`src/rtl/updown_mod_counter.sv`:
```
// Parametrised up/down modulo counter with enable prescaler, synchronous clear/load,
// wrap-or-saturate boundary handling and a registered boundary-event pulse.
module updown_mod_counter #(
    parameter int unsigned WIDTH    = 8,
    parameter int unsigned MAX      = 2**WIDTH - 1,
    parameter int unsigned SATURATE = 0,
    parameter int unsigned PRESCALE = 1
) (
    input  logic             clk,
    input  logic             rst,
    input  logic             clr,
    input  logic             load,
    input  logic [WIDTH-1:0] load_val,
    input  logic             enb,
    input  logic             up,
    output logic [WIDTH-1:0] q,
    output logic             at_max,
    output logic             at_zero,
    output logic             evt
);

    if (WIDTH < 2 || MAX == 0 || (MAX >> WIDTH) != 0 || PRESCALE == 0) begin : g_bad_param
        $error("updown_mod_counter: illegal parameters WIDTH=%0d MAX=%0d PRESCALE=%0d",
               WIDTH, MAX, PRESCALE);
    end

    localparam logic [WIDTH-1:0] MAX_V = WIDTH'(MAX);

    logic [WIDTH-1:0] r_q;
    logic             r_evt;
    logic             w_ps_last;
    logic             w_step;
    logic [WIDTH-1:0] w_step_q;
    logic             w_bound;
    logic [WIDTH-1:0] w_load_q;

    // Prescaler: counts enabled cycles, restarts on any clear/load/reset.
    if (PRESCALE > 1) begin : g_ps
        localparam int unsigned    PS_W    = $clog2(PRESCALE);
        localparam logic [PS_W-1:0] PS_LAST = PS_W'(PRESCALE - 1);
        logic [PS_W-1:0] r_ps;

        always_ff @(posedge clk) begin
            if (rst || clr || load) begin
                r_ps <= '0;
            end else if (enb) begin
                r_ps <= (r_ps == PS_LAST) ? '0 : r_ps + PS_W'(1);
            end
        end

        assign w_ps_last = (r_ps == PS_LAST);
    end else begin : g_no_ps
        assign w_ps_last = 1'b1;
    end

    assign w_step   = enb & w_ps_last;
    assign w_load_q = (load_val > MAX_V) ? MAX_V : load_val;

    // Next count for a step, flagging boundary crossings in either direction.
    always_comb begin
        w_step_q = r_q;
        w_bound  = 1'b0;
        if (up) begin
            if (r_q == MAX_V) begin
                w_bound = 1'b1;
                if (SATURATE == 0) begin
                    w_step_q = '0;
                end
            end else begin
                w_step_q = r_q + WIDTH'(1);
            end
        end else begin
            if (r_q == '0) begin
                w_bound = 1'b1;
                if (SATURATE == 0) begin
                    w_step_q = MAX_V;
                end
            end else begin
                w_step_q = r_q - WIDTH'(1);
            end
        end
    end

    always_ff @(posedge clk) begin
        if (rst || clr) begin
            r_q   <= '0;
            r_evt <= 1'b0;
        end else if (load) begin
            r_q   <= w_load_q;
            r_evt <= 1'b0;
        end else if (w_step) begin
            r_q   <= w_step_q;
            r_evt <= w_bound;
        end else begin
            r_evt <= 1'b0;
        end
    end

    assign q       = r_q;
    assign evt     = r_evt;
    assign at_max  = (r_q == MAX_V);
    assign at_zero = (r_q == '0);

endmodule

```
`config.mk`:
```
export PLATFORM = sky130hd
export DESIGN_NAME = updown_mod_counter
export DESIGN_NICKNAME = d
export VERILOG_FILES = /design/src/rtl/updown_mod_counter.sv
export SDC_FILE = /design/constraint.sdc
export NUM_CORES = 1
export LEC_CHECK = 0
export BUFFER_PORTS_ARGS = -buffer_cell sky130_fd_sc_hd__buf_2
export CAP_MARGIN = 20
export CORE_UTILIZATION = 45
export CTS_CLUSTER_SIZE = 28
export DETAILED_ROUTE_END_ITERATION = 16
export GPL_ROUTABILITY_DRIVEN = 0
export GPL_TIMING_DRIVEN = 0
export HOLD_SLACK_MARGIN = 0.03
export PLACE_DENSITY = 0.73
export SYNTH_ARGS = -nofsm -noshare
export SYNTH_HDL_FRONTEND = slang
export SYNTH_SLANG_ARGS = --single-unit
export TNS_END_PERCENT = 20
```
`constraint.sdc`:
```
create_clock -name clk -period 1.4 [get_ports clk]
set_input_delay 0.14 -clock clk [delete_from_list [all_inputs] [get_ports clk]]
set_output_delay 0.14 -clock clk [all_outputs]
set_load 0.02 [all_outputs]
```
Word-level counts from Yosys, hierarchy flattened
Cells that the tools add are included.
{"block": "classes", "addsub": 2, "magnitude_cmp": 1, "n_eq_ne": 1, "muxes": 9, "n_bitwise": 1, "reduce_logical": 4}
{"operator": "$mux 8", "n": 6}
{"operator": "$add 8x1->8 const B", "n": 1}
{"operator": "$eq 8x8->1 const B", "n": 1}
{"operator": "$gt 8x8->1 const B", "n": 1}
{"operator": "$logic_not 8->1", "n": 1}
{"operator": "$sub 8x1->8 const B", "n": 1}
{"operator": "$mux 1", "n": 3}
{"operator": "$reduce_or 3->1", "n": 1}
{"operator": "$reduce_bool 2->1", "n": 1}
{"operator": "$logic_or 1x1->1", "n": 1}
{"operator": "$not 1->1", "n": 1}
{"block": "totals", "register_bits": 9, "input_bits": 14, "output_inout_bits": 11, "wordCells": 20}

Depth between registers and ports, before layout
Gate-level depths: netlist of run 1.
{"block": "depth", "ltp_word": 5, "ltp_mapped": 6, "ltp_nobuf": 6}

Worst setup path before layout of run 1
No wires, ideal clock.
{"block": "synth_path", "path_kind": "register to register", "start": "register r_q[0], in the netlist q[0]", "end": "register r_q[2], in the netlist q[2]", "setup_ps": 117, "arrival_ps": 1594, "t_required_ps": 1283, "setup_slack_ps": -311, "stages_incl_launch_ff": 7, "path_buffers": 0, "synth_period_minus_slack_ps": 1711, "cell_sequence": "dfxtp_1 -> inv_1 -> ha_1 -> nor4b_4 -> a2111oi_1 -> a311o_1 -> o21ai_1"}
{"block": "synth_via", "elab_chain_cells": 5, "elab_cells_between_ends": 9, "cone_classes": "add/sub (2); eq/ne (1); mux (5); reduce/logical (1)"}
{"element": "start, declared", "line": "29", "text": "logic [WIDTH-1:0] r_q;"}
{"element": "start signal, assigned", "line": "89", "text": "r_q <= w_load_q;"}
{"element": "start signal, assigned", "line": "92", "text": "r_q <= w_step_q;"}
{"element": "$sub 8x1->8, or another cell as far along", "line": "79", "text": "w_step_q = r_q - WIDTH'(1);"}
{"element": "$mux 8, on equally long branches", "line": "73, 64"}
{"element": "$mux 8 (*)", "line": "63", "text": "if (up) begin"}
{"element": "$mux 8 (*)", "line": "91", "text": "end else if (w_step) begin"}
{"element": "$mux 8 (*)", "line": "88", "text": "end else if (load) begin"}
Every way passes the cells marked *; elsewhere a longest branch is shown, timed or not. The select of a mux whose other input is x is not followed.
A chain may end at the register's enable or synchronous reset.

Worst setup path in the final report of run 1
{"block": "layout_path", "start": "register r_q[0], in the netlist q[0]", "end": "output port at_zero"}
{"block": "layout_via", "elab_chain_cells": 1}
{"element": "$logic_not 8->1", "line": "102", "text": "assign at_zero = (r_q == '0);"}
{"element": "end, declared", "line": "18", "text": "output logic at_zero,"}
Every way passes these cells.

==> flow_summary_export.csv, run 1 <==
group,metric,value,unit
placed_design,place_inst,164,
clock_tree,cts_tree,"yes",
sta,tightest_slew,0.609,ns
die,initial_utilization,0.504,
yosys,synth.area.mux_share,0.0109,
yosys,synthTopCellsByCount,"dfxtp_1 (9), nand2_1 (9), a21oi_1 (8)",
setup_path,arrival,1.45,ns
status,status,"complete, but fails checks",
finish,final_cell_area,1260,sq um
sta,fin_skew,0.00285,ns
grt,grt_usage,0.282,
power,vdd_ir_drop_max,0.000548,V
yosys,yosys_warnings,0,
die,die_y,47.2,um
yosys,ys_seq_area_frac,0.196,
clock_tree,cts_buffer_depth,2,
route,vias,1052,
yosys,synth_cell_types,48,
die,die_x,47.2,um
route,post_drt_wl_per_cell,15.7,um
setup_path,required,1.26,ns
die,core,1820,sq um
sta,setup_viol,9,
yosys,synthCells,115,
yosys,synthFlopType,"dfxtp_1",
die,io_pins,25,
setup_path,critPathLaunchType,"flip-flop",
finish,syn_to_final_growth,36.8,%
placed_design,placed_area,1130,sq um
yosys,synth_top_family_by_area,"simple AND/OR/NAND/NOR gates",
yosys,synth_edf_count,0,
route,drt_first_pass_iters,4,
run,max_cap_violations,0,
sta,fin_crit_sh,1.14,
route,drc,0,
route,antenna_left,0,
finish,fin_nets,169,
grt,grt_first_pass_wirelength,4280,um
die,dieArea,2230,sq um
placed_design,dp_hpwl,1880,um
clock_tree,clock_latency,0.27,ns
yosys,yosys.area_share.simple,0.341,
sta,fin_crit,1.59,ns
placed_design,numPortBuffers,24,
sta,setup-tns-final,-0.874,ns
yosys,synth-compound-area-share,0.293,
yosys,yosysTopAreaCellShare,0.196,
yosys,synth_seq_cells,9,
worst_hold_path,hold_path_class,"in -> reg",
sta,hold_viol,0,
sta,slew-limit-headroom,0.593,
power,power.leakage,0.521,nW
finish,diodes,0,
setup_path,crit_buf_inv,3,
route,wl,2760,um
yosys,postSynth.asyncResetShare,0,
setup_path,slowest_delay,0.37,ns
grt,antenna_found_initial,0,
grt,grt_pass1_vias,972,
yosys,syn_area,918,sq um
yosys,yosysTopAreaCell,"dfxtp_1",
yosys,synth_area_leaders,"dfxtp_1 (20%), a21oi_1 (4.4%), ha_1 (4.1%)",
setup_path,worstPathCellList,"inv_4 > ha_4 > nor4b_4 > nand2_1 > inv_1 > buf_6",
clock_tree,cts_root_buf,"clkbuf_4",
setup_path,end_kind,"output port",
route,drt_iter0_drc,36,
finish,layout.cells.non_filler,176,
sta,slew_viol_final,0,
yosys,synth_xor_area_frac,0.0286,
sta,rsz0062_at_grt,"yes",
clock_tree,clock_sinks,9,
yosys,synth_nets,132,
sta,worst_slack,-0.189,ns
sta,finalHoldWorstSlack,0.100,ns
power,powerDensity,678,nW/um^2
clock_tree,path_clk_slew,0.06,ns
setup_path,crit_type,"reg -> out",
die,rows,15,
setup_path,worst_path_max_delay_cell,"dfxtp_4",
clock_tree,cts_buffers,3,
sta,fmax,629,MHz
clock_tree,h-tree-depth,1,
yosys,syn_avg_cell_area,7.99,sq um
grt,grt_overflow_total,0,
finish,drive_above_1_share,0.437,
status,violations,"setup timing",
grt,grt_max_degree,11,
finish,fill_cells,157,
yosys,synthAdderAreaFrac,0.0409,
route,viasPerCell,5.98,
setup_path,critical_path.top_delay_family,"simple AND/OR/NAND/NOR gates",
setup_path,critPathMaxFanout,3,
repair_timing:
item                       4_1_cts  5_1_grt
buffers inserted                 8        1
setup endpoints to repair        9       10
resized for setup                7        2
hold buffers                     0        0
pin swaps                        4        2
flip-flops by register name, indices dropped and copies added (netlist names):
| register | count |
|---|---|
| evt | 1 |
| q | 8 |
path summary, 6_finish.rpt:
check	slack, ns	to	cells past startpoint	start
max	-0.19	at_zero	6	q[0]
min	0.10	q[2]	3	load_val[2]
max reg2reg	-0.14	q[2]	7	q[0]
min reg2reg	0.72	q[7]	3	q[7]
area by class of cell:
cell class	count	area (sq um)	area share
Buffer	9	72.6	0.0578
Clock buffer	4	26.3	0.0209
Inverter	5	23.8	0.0189
Multi-Input combinational cell	92	722	0.575
Sequential cell	9	191	0.152
Tap cell	25	31.3	0.0249
Timing Repair Buffer	32	189	0.150
power breakdown:
group | internal [W] | switching (W)
registers | 0.000267 | 0.0000138
clock network | 0.000111 | 0.000107
logic | 0.000165 | 0.000188
total | 0.000543 | 0.000309
worst reg2reg max path: stages, from the launching register on:
cell and delay (ns):
dfxtp_4 0.37, inv_4 0.07, ha_4 0.12, nor4b_4 0.28
buf_4 0.18, a2111oi_4 0.05, a311o_1 0.29, o21ai_1 0.11
cells in the final DEF (no fill, tap or decap), drive strengths merged, types with 3 or more instances in the layout:
cell,netlist,final
inv,5,5
nor3,5,5
nor2,4,4
clkbuf,2,6
nand2,9,9
and3,4,4
a21oi,9,9
nand3,6,6
o311ai,3,3
o211ai,3,3
dfxtp,9,9
ha,3,3
buf,7,39
a311oi,3,3
o21ai,5,5
nand2b,5,5
nor2b,3,3
cell families after synthesis:
| group | after synthesis |
|---|---|
| multiplexers | 1 |
| buffers and inverters | 14 |
| adder cells (fa/ha/maj) | 3 |
| AND/OR/NAND/NOR | 48 |
| AO/OA/AOI/OAI | 37 |
| XOR/XNOR | 3 |
| flip-flops | 9 |
through the flow:
stage / power, W / util / worst slack, ns
after global placement: 0.000567 / 0.619 / -0.0933
after floorplan: 0.000491 / - / -0.0340
final: 0.000852 / 0.690 / -0.189
after CTS: 0.000861 / 0.686 / -0.155
after detailed placement: 0.000572 / 0.619 / -0.132
after global routing: 0.000906 / 0.690 / -0.235
layer usage:
layer / wire, um / vias up / track usage
li1: - / 506 / -
met1: 1200 / 494 / 0.345
met2: 1360 / 45 / 0.481
met3: 134 / 7 / 0.0346
met4: 62 / 0 / 0.143
met5: 0 / - / 0
No activity file was read; power rests on OpenSTA's default activity.
==> run 2: changes to the inputs <==
--- a/config.mk
+++ b/config.mk
@@ -13,7 +13,7 @@
 export GPL_ROUTABILITY_DRIVEN = 0
 export GPL_TIMING_DRIVEN = 0
 export HOLD_SLACK_MARGIN = 0.03
-export PLACE_DENSITY = 0.73
+export PLACE_DENSITY = 0.7
 export SYNTH_ARGS = -nofsm -noshare
 export SYNTH_HDL_FRONTEND = slang
 export SYNTH_SLANG_ARGS = --single-unit
==> constraint.sdc (replaced) <==
create_clock -name clk -period 1.8 [get_ports clk]
set_input_delay 0.18 -clock clk [delete_from_list [all_inputs] [get_ports clk]]
set_output_delay 0.18 -clock clk [all_outputs]
set_load 0.02 [all_outputs]
==> run 2 against run 1 <==
Effect of this change: the flow now finishes without violations; sequential cell count unchanged; non-clock buffer count fell by 6; sequential power shrank 21%; core utilization is 7.7 points lower; first-iteration DRC count grew 2.8%; worst setup slack improved by 0.25 ns; final cell count fell by 3.4%; clock-buffer cell count is the same; highest routed layer unchanged; combinational power fell by 37%; largest cell class unchanged; worst hold slack better by 0.027 ns.
==> flow_summary_export.csv, run 2 (same netlist as run 1, synthesis figures left out) <==
group,metric,value,unit
setup_path,end_kind,"output port",
sta,setup-tns-final,0,ns
grt,grt_max_degree,11,
finish,utilization,0.613,
power,power_frac_comb,0.360,
setup_path,r2r_setup_slack,0.16,ns
route,drt_first_pass_iters,4,
route,drc,0,
setup_path,worstRegToRegCells,7,
grt,grt_first_pass_wirelength,3970,um
power,seqPwrFrac,0.355,
worst_hold_path,holdCritStartpoint,"load_val[2]",
finish,drive_above_1_share,0.338,
worst_hold_path,min_path_cells,3,
setup_path,critPathMaxFanout,8,
power,power.leakage,0.479,nW
placed_design,numPortBuffers,24,
sta,rsz0062_at_grt,"yes",
die,initial_utilization,0.504,
finish,layout.cells.non_filler,170,
clock_tree,cts_buffer_depth,2,
finish,mostFrequentLayoutCells,"buf_2 (27), nand2_1 (9), a21oi_1 (8), dfxtp_1 (7)",
worst_hold_path,hold_path_class,"in -> reg",
grt,grt_pass1_vias,846,
sta,finalHoldWorstSlack,0.128,ns
placed_design,place_inst,164,
sta,setup_viol,0,
finish,final_common_cell,"buf_2",
power,powerDensity,557,nW/um^2
setup_path,arrival,1.56,ns
clock_tree,postCtsHoldBufs,0,
route,viasPerCell,5.88,
run,max_cap_violations,0,
sta,slew-limit-headroom,0.594,
sta,fin_crit_sh,0.968,
die,die_y,47.2,um
clock_tree,cts_root_buf,"clkbuf_4",
clock_tree,cts_tree,"yes",
route,antenna_left,0,
sta,slew_viol_final,0,
placed_design,dp_hpwl,1820,um
finish,syn_to_final_growth,21.5,%
die,core,1820,sq um
power,power.switching,0.000227,W
sta,tightest_slew,0.607,ns
power,p_int,0.000394,W
finish,fin_nets,163,
setup_path,crit_type,"reg -> out",
die,dieArea,2230,sq um
route,wl,2480,um
placed_design,place_ws,0.0493,ns
sta,worst_slack,0.0571,ns
grt,antenna_found_initial,0,
die,io_pins,25,
sta,fin_crit,1.74,ns
setup_path,crit-reg2reg-capture,"q[2]",
grt,grt_overflow_total,0,
route,drt_iter0_drc,37,
clock_tree,path_clk_slew,0.08,ns
power,p_clk_frac,0.285,
grt,grt_usage,0.261,
clock_tree,clock_sinks,9,
power,vdd_ir_drop_max,0.000374,V
setup_path,critPathLaunchType,"flip-flop",
clock_tree,h-tree-depth,1,
finish,diodes,0,
clock_tree,clock_latency,0.28,ns
worst_hold_path,min_to,"q[2]",
die,rows,15,
setup_path,required,1.62,ns
status,status,"complete, no violations",
setup_path,reg2reg_from,"q[0]",
sta,fmax,574,MHz
route,post_drt_wl_per_cell,14.6,um
route,vias,999,
power,switching_share,0.365,
finish,largest_reg_flops,8,
die,die_x,47.2,um
sta,hold_viol,0,
sta,fin_skew,0.00760,ns
clock_tree,cts_buffers,3,
## run 2: changes by cell type in the layout (fill, tap and decap cells not counted), sizes merged
| cell | change |
|---|---|
| buf | -6 |
## run 2: area by class of cell
type	instances	area, sq um
inverters	5	18.8
flip-flops and latches	9	183
clock buffers	4	26.3
plain buffers	9	63.8
well taps	25	31.3
repair buffers	26	135
fillers	184	704
multi-input cells	92	658
## run 2: worst max-delay path by stage
| stage | startpoint | slack (ns) | depth (start not counted) | end |
|---|---|---|---|---|
| after floorplan | q[0] | 0.09 | 6 | q[2] |
| after detailed placement | q[0] | 0.05 | 6 | q[4] |
| after global placement | q[0] | 0.04 | 6 | q[4] |
| after global routing | q[1] | -0.001 | 4 | at_max |
| final | q[1] | 0.06 | 4 | at_max |
| after CTS | q[0] | 0.05 | 6 | at_zero |
## run 2: what timing repair did
action,4_1_cts,5_1_grt
gates resized for setup,3,1
buffers inserted,1,1
endpoints found under the setup margin,2,2
## run 2: critical path: stages (launching register included)
cell and delay (ns):
dfxtp_2 0.42, ha_2 0.29, and3_2 0.20, and2_1 0.18
buf_2 0.18
## run 2: through the flow
| step | area (sq um) | total power, W |
|---|---|---|
| global route | 1120 | 0.000652 |
| finish | 1120 | 0.000621 |
| CTS | 1110 | 0.000617 |
| floorplan | 918 | 0.000373 |
| global placement | 1070 | 0.000431 |
| detailed placement | 1070 | 0.000435 |
## run 2: power groups by stage
stage / combinational, W / clock, W / sequential, W
after global placement: 0.000207 / 0 / 0.000224
after floorplan: 0.000138 / 0 / 0.000235
after CTS: 0.000216 / 0.000180 / 0.000220
after global routing: 0.000245 / 0.000185 / 0.000222
final: 0.000224 / 0.000177 / 0.000221
after detailed placement: 0.000211 / 0 / 0.000225
## run 2: layer usage
layer,track usage,up-vias,part of all wire
li1,-,495,-
met1,0.366,445,0.48
met2,0.386,48,0.43
met3,0.0231,11,0.052
met4,0.154,0,0.036
met5,0,-,0
